==> src/rtl/roce_tx_sink.sv <==
// Sink for the RoCE transmit role interface: takes one meta word plus its payload
// beats and answers each command with a 128-bit completion word on the status stream.
module roce_tx_sink #(
    parameter int C_S_AXIS_TX_META_TDATA_WIDTH   = 256,
    parameter int C_S_AXIS_TX_DATA_TDATA_WIDTH   = 512,
    parameter int C_M_AXIS_TX_STATUS_TDATA_WIDTH = 512
) (
    input  logic                                          ap_clk,
    input  logic                                          ap_rst_n,
    input  logic                                          s_axis_tx_meta_tvalid,
    output logic                                          s_axis_tx_meta_tready,
    input  logic [C_S_AXIS_TX_META_TDATA_WIDTH-1:0]       s_axis_tx_meta_tdata,
    input  logic [C_S_AXIS_TX_META_TDATA_WIDTH/8-1:0]     s_axis_tx_meta_tkeep,
    input  logic                                          s_axis_tx_meta_tlast,
    input  logic                                          s_axis_tx_data_tvalid,
    output logic                                          s_axis_tx_data_tready,
    input  logic [C_S_AXIS_TX_DATA_TDATA_WIDTH-1:0]       s_axis_tx_data_tdata,
    input  logic [C_S_AXIS_TX_DATA_TDATA_WIDTH/8-1:0]     s_axis_tx_data_tkeep,
    input  logic                                          s_axis_tx_data_tlast,
    output logic                                          m_axis_tx_status_tvalid,
    input  logic                                          m_axis_tx_status_tready,
    output logic [C_M_AXIS_TX_STATUS_TDATA_WIDTH-1:0]     m_axis_tx_status_tdata,
    output logic [C_M_AXIS_TX_STATUS_TDATA_WIDTH/8-1:0]   m_axis_tx_status_tkeep,
    output logic                                          m_axis_tx_status_tlast,
    output logic [31:0]                                   xfer_count,
    output logic [31:0]                                   err_count
);

    localparam int META_W      = C_S_AXIS_TX_META_TDATA_WIDTH;
    localparam int DATA_KEEP_W = C_S_AXIS_TX_DATA_TDATA_WIDTH / 8;
    localparam int STAT_W      = C_M_AXIS_TX_STATUS_TDATA_WIDTH;
    localparam int STAT_KEEP_W = C_M_AXIS_TX_STATUS_TDATA_WIDTH / 8;

    typedef enum logic [1:0] {
        S_IDLE   = 2'd0,
        S_DATA   = 2'd1,
        S_STATUS = 2'd2
    } state_t;

    function automatic logic [31:0] popcount(input logic [DATA_KEEP_W-1:0] k);
        logic [31:0] cnt;
        cnt = '0;
        for (int i = 0; i < DATA_KEEP_W; i++) begin
            cnt = cnt + {31'd0, k[i]};
        end
        return cnt;
    endfunction

    function automatic logic [31:0] sat_add32(input logic [31:0] a, input logic [31:0] b);
        logic [32:0] sum;
        sum = {1'b0, a} + {1'b0, b};
        return sum[32] ? 32'hFFFF_FFFF : sum[31:0];
    endfunction

    state_t      state, state_nxt;
    logic        meta_tready_q, data_tready_q, status_tvalid_q;
    logic        meta_hs, data_hs, status_hs;
    logic [31:0] len_q, byte_cnt_q;
    logic [23:0] qpn_q;
    logic [7:0]  opcode_q;
    logic [31:0] xfer_count_q, err_count_q;
    logic        len_err, bad_op;
    logic [127:0] status_word;

    assign meta_hs   = s_axis_tx_meta_tvalid & meta_tready_q;
    assign data_hs   = s_axis_tx_data_tvalid & data_tready_q;
    assign status_hs = status_tvalid_q & m_axis_tx_status_tready;

    always_comb begin
        state_nxt = state;
        case (state)
            S_IDLE: begin
                if (meta_hs) begin
                    state_nxt = (s_axis_tx_meta_tdata[31:0] != 32'd0) ? S_DATA : S_STATUS;
                end
            end
            S_DATA: begin
                // Payload runs to tlast no matter what len said; mismatch shows up as len_err.
                if (data_hs && s_axis_tx_data_tlast) begin
                    state_nxt = S_STATUS;
                end
            end
            S_STATUS: begin
                if (status_hs) begin
                    state_nxt = S_IDLE;
                end
            end
            default: state_nxt = S_IDLE;
        endcase
    end

    // Control: handshake flags are registered copies of the next state, so all
    // of them sit at 0 during reset and meta_tready rises on the first edge after it.
    always_ff @(posedge ap_clk or negedge ap_rst_n) begin
        if (!ap_rst_n) begin
            state           <= S_IDLE;
            meta_tready_q   <= 1'b0;
            data_tready_q   <= 1'b0;
            status_tvalid_q <= 1'b0;
            xfer_count_q    <= '0;
            err_count_q     <= '0;
        end else begin
            state           <= state_nxt;
            meta_tready_q   <= (state_nxt == S_IDLE);
            data_tready_q   <= (state_nxt == S_DATA);
            status_tvalid_q <= (state_nxt == S_STATUS);
            if (status_hs) begin
                xfer_count_q <= xfer_count_q + 32'd1;
                if (len_err || bad_op) begin
                    err_count_q <= sat_add32(err_count_q, 32'd1);
                end
            end
        end
    end

    // Datapath: command fields and byte counter, only meaningful while a command is open.
    always_ff @(posedge ap_clk) begin
        if (meta_hs) begin
            len_q      <= s_axis_tx_meta_tdata[31:0];
            qpn_q      <= s_axis_tx_meta_tdata[55:32];
            opcode_q   <= s_axis_tx_meta_tdata[63:56];
            byte_cnt_q <= '0;
        end else if (data_hs) begin
            byte_cnt_q <= sat_add32(byte_cnt_q, popcount(s_axis_tx_data_tkeep));
        end
    end

    assign len_err     = (byte_cnt_q != len_q);
    assign bad_op      = (opcode_q > 8'h03);
    assign status_word = {xfer_count_q, 30'd0, bad_op, len_err, opcode_q, qpn_q, byte_cnt_q};

    assign s_axis_tx_meta_tready   = meta_tready_q;
    assign s_axis_tx_data_tready   = data_tready_q;
    assign m_axis_tx_status_tvalid = status_tvalid_q;
    assign m_axis_tx_status_tdata  = status_tvalid_q ? {{(STAT_W-128){1'b0}}, status_word} : '0;
    assign m_axis_tx_status_tkeep  = {STAT_KEEP_W{status_tvalid_q}};
    assign m_axis_tx_status_tlast  = status_tvalid_q;
    assign xfer_count              = xfer_count_q;
    assign err_count               = err_count_q;

    logic unused_ok;
    assign unused_ok = &{1'b0, s_axis_tx_meta_tkeep, s_axis_tx_meta_tlast,
                         s_axis_tx_meta_tdata[META_W-1:64], s_axis_tx_data_tdata};

endmodule

==> config.mk <==
export PLATFORM = sky130hd
export DESIGN_NAME = roce_tx_sink
export DESIGN_NICKNAME = d
export VERILOG_FILES = /design/src/rtl/roce_tx_sink.sv
export SDC_FILE = /design/constraint.sdc
export NUM_CORES = 1
export LEC_CHECK = 0
export CORE_AREA = 3 3 598 600
export CTS_CLUSTER_SIZE = 20
export DETAILED_ROUTE_END_ITERATION = 8
export DIE_AREA = 0 0 601 603
export PLACE_DENSITY = 0.32
export SETUP_SLACK_MARGIN = 0.02
export SLEW_MARGIN = 30
export SYNTH_ARGS = -nofsm -noshare
export SYNTH_HDL_FRONTEND = slang
export SYNTH_SLANG_ARGS = --single-unit
==> constraint.sdc <==
create_clock -name ap_clk -period 11.8 [get_ports ap_clk]
set_input_delay 2.36 -clock ap_clk [delete_from_list [all_inputs] [get_ports ap_clk]]
set_output_delay 2.36 -clock ap_clk [all_outputs]
set_load 0.01 [all_outputs]
==> flow_metrics.tcl, run 1 <==
set metrics [dict create \
    outcome "finished clean" \
    dieArea_um2 362400 \
    place_ws_ns 1.047 \
    grt_pass1_wl_mm 85.35 \
    hp-class "flop to flop" \
    netSwitchingFraction_pct 50.10 \
    clock_latency_ns 0.52 \
    vias_per_cell 1.404 \
    met3_usage_pct 1.296 \
    min-delay-start "xfer_count[31]" \
    irDropWorstVdd_mv 0.6930 \
    fmax_mhz 100.1 \
    pwr-share-comb_pct 71.1 \
    reg2reg_from "byte_cnt_q[0]" \
    path_common_cell "fa_1" \
    row_count 218 \
    grt_util_met1_pct 3.250 \
    start_util_pct 3.778 \
    intPower_uw 2352 \
    fillers 41420 \
    syn_area_um2 13320 \
    final_common_cell "conb_1" \
    crit_arrival_ns 10.43 \
    multiInputGateArea_um2 6491 \
    hold_slack_ns 0.4959 \
    drive_gt1_share_pct 3.736 \
    overflow 0 \
    drt_iter0_drc 312 \
    port_buffers 363 \
    layout_common_cells "conb_1 (414), clkdlybuf4s50_1 (362), and2_1 (99)" \
    power_density_nw_per_um2 220.3 \
    area_growth_pct 60.55 \
    ys_ff_latch 165 \
    clock-root-buffer "clkbuf_16" \
    path_cells "clkdlybuf4s50_1 > fa_1 > inv_1 > fa_1 > inv_1 > fa_1 > inv_1 > fa_1 > fa_1 > fa_1 > fa_1 > fa_1 > fa_1 > inv_1 > fa_1 > a211oi_1 > o21a_1 > o21ai_0 > o211ai_1 > or4_1 > buf_4 > and3_1 > nor3_1" \
    io_pins 1515 \
    slowest_delay_ns 0.84 \
    hold_viol 0 \
    fin_nets 2656 \
    place_hpwl_mm 59.32 \
    period_needed_ns 9.993 \
    yosys_warnings 0 \
    p_seq_share_pct 16.3 \
    async_reset_ff_share_pct 41.82 \
    path_max_fanout 19 \
    grt.busiest_layer "met2" \
    maxSlewHeadroom_pct 41.69 \
    p_sw_uw 2361 \
    p_leak_uw 0.007160 \
    cts_tree "done" \
    use_met2_pct 7.119 \
    grtUsageTotal_pct 3.599 \
    end_kind "flop" \
    synth_flop_cell "dfrtp_1" \
    via_count 9061 \
    wirelength_mm 67.11 \
    final.period_utilization_pct 84.69 \
    clock-sinks 165 \
    grt_pass1_vias 9182 \
    grt_start_max_net_pins 75 \
    route.detailed.drc 0 \
    finalSetupTns_ns 0 \
    startpoint "s_axis_tx_data_tkeep[17]" \
    dr.pass1.iters 5 \
    synthDistinctLibCells 60 \
    cts-buffers-inserted 17 \
    fin_worst_skew_ns 0.01603 \
    rsz0062_at_grt "no" \
    seq_area_frac_synth_pct 32.19 \
    core_um2 352700 \
    drv_slew 0 \
    die_y_um 603 \
    hold_buffers 0 \
    setup_viol 0 \
    clkPwrFrac_pct 12.6 \
    drv_cap 0 \
    die_x_um 601 \
    clock_path_buffers 2 \
    detail-route-antenna-nets 0 \
    htreeDepth 4 \
    cp.required_ns 12.24 \
    worst_pin_slew_ns 0.8747 \
    cts_resized 0 \
    place_congestion 0.6827 \
    post-cts-setup-buffers 0 \
    worst_path_max_delay_cell "or4_1" \
    critPathKind "input pin to flop" \
    critPathLaunchType "input pin" \
    synth_edf_count 64 \
    wl_per_cell_um 10.40 \
    path_clk_slew_ns 0.08 \
    antenna_found_initial 28 \
    postSynthCellCount 1407 \
    seq_area_um2 4293 \
    setup_slack_ns 1.807 \
    syn_avg_cell_area_um2 9.470 \
]
## layer usage
metal	part of all wire, %	routed length (um)
met1	33	22240
met2	57	38210
met3	6.9	4608
met4	3.0	2005
met5	0.082	55
## path summary, 6_finish.rpt
path | cells past startpoint | end | slack [ns]
max | 23 | byte_cnt_q[9] | 1.81
min | 1 | xfer_count[31] | 0.50
max reg2reg | 19 | byte_cnt_q[9] | 4.09
min reg2reg | 1 | xfer_count[31] | 0.50
max in group asynchronous | 2 | m_axis_tx_status_tlast | 9.41
min in group asynchronous | 1 | err_count[22] | 1.80
## final cells by class
class | instances | share of cell area (%)
Multi-Input combinational cell | 1046 | 30.34
Tap cell | 4730 | 27.67
Sequential cell | 165 | 20.07
Timing Repair Buffer | 372 | 17.37
Clock buffer | 17 | 1.989
Inverter | 98 | 1.725
Clock inverter | 15 | 0.6902
Antenna cell | 13 | 0.1521
## Yosys cell counts, types with 4 or more instances
cell type  instances  share of area (%)
a21oi_1           34                1.3
nand4_1           24                1.1
and3_1            15               0.70
fa_1              56                8.4
nor2_1            46                1.3
xor2_1             7               0.46
nor3b_1            8               0.45
nor4_1            15               0.70
mux2_2             4               0.34
nor4b_1            4               0.26
o21ai_0           32                1.2
and4_1             8               0.53
ha_1              29                2.7
nand3_1           26               0.98
nor3_1            23               0.86
buf_2              6               0.23
dfrtp_1           69                 13
a31oi_1           12               0.56
and2_1            99                4.6
or3_1              6               0.28
dfxtp_1           32                4.8
inv_1             98                2.8
clkbuf_1          23               0.65
nand2_1           55                1.5
buf_4            479                 27
xnor2_1           84                5.5
edfxtp_1          64                 14
## flip-flops by register name (all words and copies together) (netlist names)
register	cells
opcode_q	8
byte_cnt_q	32
qpn_q	24
s_axis_tx_data_tready	1
s_axis_tx_meta_tready	1
xfer_count	32
len_q	32
state	2
err_count	32
m_axis_tx_status_tlast	1
## power by group through the flow
stage	Clock, uW	Sequential [uW]	Combinational, uW
after floorplan	0	750	2240
after global placement	0	792	3470
after detailed placement	0	792	3450
after CTS	644	781	3500
after global routing	655	784	3810
final	593	769	3350
## stage by stage
step	power (uW)	cells	instance area (um^2)	utilization (%)
floorplan	2991	1820	14870	-
global placement	4264	6410	20760	5.887
detailed placement	4245	6411	20790	5.894
CTS	4922	6443	21360	6.056
global route	5252	6446	21370	6.058
finish	4713	6456	21390	6.065
## worst max-delay path, delay by kind of cell
kind                       cells  cell delay (ns)
and+or+nand+nor                3             1.18
AOI/OAI and AO/OA              4             0.76
adders and majority gates     10             5.04
buffers and inverters          6             1.05
## cells by family (layout without fill, tap and decap cells)
group,Yosys count,count (layout),share of synthesized area (%)
other,1,427,0.02814
xor gates and xnor gates,91,91,5.982
muxes,8,8,0.6761
AOI/OAI and AO/OA,98,98,4.273
buffers and inverters,609,502,30.83
DFF,165,165,32.19
and+or+nand+nor,350,350,14.88
adders and majority gates,85,85,11.14
Power figures use the tool's default switching activity.
==> inputs of run 2 (changes only) <==
--- a/config.mk
+++ b/config.mk
@@ -5,11 +5,11 @@
 export SDC_FILE = /design/constraint.sdc
 export NUM_CORES = 1
 export LEC_CHECK = 0
-export CORE_AREA = 3 3 598 600
+export CORE_AREA = 3 3 587 589
 export CTS_CLUSTER_SIZE = 20
 export DETAILED_ROUTE_END_ITERATION = 8
-export DIE_AREA = 0 0 601 603
-export PLACE_DENSITY = 0.32
+export DIE_AREA = 0 0 590 592
+export PLACE_DENSITY = 0.33
 export SETUP_SLACK_MARGIN = 0.02
 export SLEW_MARGIN = 30
 export SYNTH_ARGS = -nofsm -noshare
==> constraint.sdc (replaced) <==
create_clock -name ap_clk -period 8.7 [get_ports ap_clk]
set_input_delay 1.74 -clock ap_clk [delete_from_list [all_inputs] [get_ports ap_clk]]
set_output_delay 1.74 -clock ap_clk [all_outputs]
set_load 0.01 [all_outputs]
==> run 2 against run 1 <==
Net effect:
- clock power grew 44%
- utilization up 0.29 points
- cell count decreased by 2.4%
- power grew 63%
- final area grew 0.91%
- critical endpoint is now byte_cnt_q[30]
==> flow_metrics.tcl, run 2 (synthesis results as in run 1) <==
set metrics [dict create \
    outcome "finished clean" \
    wl_per_cell_um 10.21 \
    rsz0062_at_grt "no" \
    path_max_fanout 8 \
    clkPwrFrac_pct 11.1 \
    fin_nets 2690 \
    grt_pass1_vias 9080 \
    cp.required_ns 9.13 \
    path_clk_slew_ns 0.09 \
    dieArea_um2 349300 \
    crit_family "adder cells" \
    grt_start_max_net_pins 76 \
    clock_latency_ns 0.51 \
    antenna_found_initial 41 \
    hold_viol 0 \
    path_cells "clkdlybuf4s50_1 > inv_1 > fa_2 > buf_12 > fa_2 > fa_2 > fa_1 > fa_1 > fa_1 > fa_1 > fa_1 > fa_2 > buf_6 > inv_4 > fa_2 > a211oi_2 > o21a_1 > o21ai_1 > o211ai_1 > clkbuf_16 > or4_4 > buf_8 > buf_6 > a211oi_2" \
    holdPathStages 1 \
    maxSlewHeadroom_pct 38.38 \
    critPathKind "input pin to flop" \
    path_buf_inv 8 \
    ff2ff_setup_slack_ns 1.83 \
    dr.pass1.iters 4 \
    htreeDepth 4 \
    die_y_um 592 \
    hold_end "s_axis_tx_data_tready" \
    wirelength_mm 64.30 \
    placed_cell_area_um2 20810 \
    drv_cap 0 \
    utilization_pct 6.353 \
    detail-route-antenna-nets 0 \
    layout_common_cells "conb_1 (414), clkdlybuf4s50_1 (347), and2_1 (99)" \
    clock_path_buffers 2 \
    final.period_utilization_pct 98.04 \
    final_cells 6298 \
    netSwitchingFraction_pct 45.84 \
    hp-class "flop to flop" \
    slowest_delay_ns 0.58 \
    p_sw_uw 3513 \
    setup_viol 0 \
    critPathLaunchType "input pin" \
    cts_tree "done" \
    route.detailed.drc 0 \
    fin_area_um2 21590 \
    vias_per_cell 1.485 \
    worst_path_max_delay_cell "fa_1" \
    final_common_cell "conb_1" \
    reg2reg_from "byte_cnt_q[0]" \
    multiInputGateArea_um2 6539 \
    drt_iter0_drc 302 \
    startpoint "s_axis_tx_data_tkeep[29]" \
    die_x_um 590 \
    drive_gt1_share_pct 6.926 \
    hold_buffers 0 \
    power_density_nw_per_um2 355.0 \
    place_congestion 0.6858 \
    fmax_mhz 117.2 \
    reg2reg_to "byte_cnt_q[30]" \
    p_leak_uw 0.007386 \
    crit_arrival_ns 8.96 \
    via_count 9350 \
    row_count 214 \
    grt_pass1_wl_mm 82.12 \
    port_buffers 363 \
    irDropWorstVdd_mv 0.9430 \
    grtUsageTotal_pct 3.574 \
    core_um2 339800 \
    overflow 0 \
    intPower_uw 4150 \
    start_util_pct 3.921 \
    area_growth_pct 62.02 \
    end_kind "flop" \
    p_seq_share_pct 13.2 \
    io_pins 1515 \
    seq_area_um2 4293 \
    drv_slew 0 \
    clock-root-buffer "clkbuf_16" \
    placedCellCount 6246 \
    place_hpwl_mm 56.34 \
    cts-buffers-inserted 17 \
    worst_pin_slew_ns 0.9243 \
    fin_worst_skew_ns 0.02044 \
    period_needed_ns 8.529 \
    pwr-share-comb_pct 75.7 \
    r2r_cells 22 \
    min-delay-start "state[1]" \
    clock-sinks 165 \
    fillers 39880 \
]
run 2: cell count changes in the layout (fill, tap and decap cells not counted), sizes merged:
cell and change:
buf +33, clkdlybuf4s50 -15, dlygate4sd2 +15, clkbuf +2
diode +2, clkinv -1, clkinvlp +1, inv -1
run 2: worst max path at each step:
| stage | end | depth (start not counted) |
|---|---|---|
| global placement | byte_cnt_q[1] | 26 |
| finish | byte_cnt_q[30] | 24 |
| floorplan | byte_cnt_q[20] | 23 |
| CTS | byte_cnt_q[30] | 24 |
| global route | byte_cnt_q[30] | 24 |
| detailed placement | byte_cnt_q[1] | 26 |
run 2: repair_timing:
| item | CTS | global route |
|---|---|---|
| buffers inserted | 4 | 1 |
| pin swaps | 31 | 16 |
| gates resized for setup | 44 | 6 |
| setup endpoints to repair | 32 | 32 |
run 2: power groups by stage:
stage          sequential (uW)  combinational (uW)  clock, uW
2_1_floorplan             1020                3040          0
6_report                  1010                5800        851
3_3_place_gp              1040                5540          0
5_1_grt                   1030                6510        933
3_5_place_dp              1040                5480          0
4_1_cts                   1020                5920        916
run 2: final cells by class:
| class | instances | area share (%) |
|---|---|---|
| Sequential cell | 165 | 19.89 |
| Inverter | 98 | 1.721 |
| Clock inverter | 14 | 0.8288 |
| Clock buffer | 18 | 2.087 |
| Timing Repair Buffer | 406 | 18.72 |
| Multi-Input combinational cell | 1046 | 30.29 |
| Antenna cell | 15 | 0.1739 |
| Tap cell | 4536 | 26.29 |
run 2: through the flow:
step	hold slack (ns)	setup TNS, ns	power (uW)	setup WS, ns
after floorplan	0.4682	0	4057	0.5849
after global placement	0.4920	-24.88	6576	-0.8665
after detailed placement	0.4943	-24.56	6526	-0.8532
after CTS	0.5095	0	7864	0.02392
after global routing	0.5327	0	8471	0.02764
final	0.5061	0	7664	0.1705
run 2: worst register-to-register path, cell delays in order, from the launching register on:
cell,delay (ns)
dfxtp_1,0.39
inv_1,0.16
fa_1,0.59
fa_1,0.45
fa_1,0.50
buf_12,0.16
fa_1,0.49
fa_1,0.58
fa_1,0.43
fa_1,0.47
fa_2,0.36
buf_6,0.15
inv_4,0.06
fa_2,0.20
a211oi_2,0.08
o21a_1,0.21
o21ai_1,0.14
o211ai_1,0.18
clkbuf_16,0.20
or4_4,0.53
buf_8,0.17
buf_6,0.13
a211oi_2,0.19
run 2: metal layers:
metal | vias to the layer above | part of all wire (%) | global-route usage [%] | routed length (um)
met5 | - | 0.12 | 0 | 77
met4 | 14 | 3.1 | 1.408 | 1983
met3 | 74 | 8.4 | 1.352 | 5396
met2 | 570 | 55 | 6.859 | 35300
met1 | 4336 | 34 | 3.395 | 21550
li1 | 4356 | - | - | -
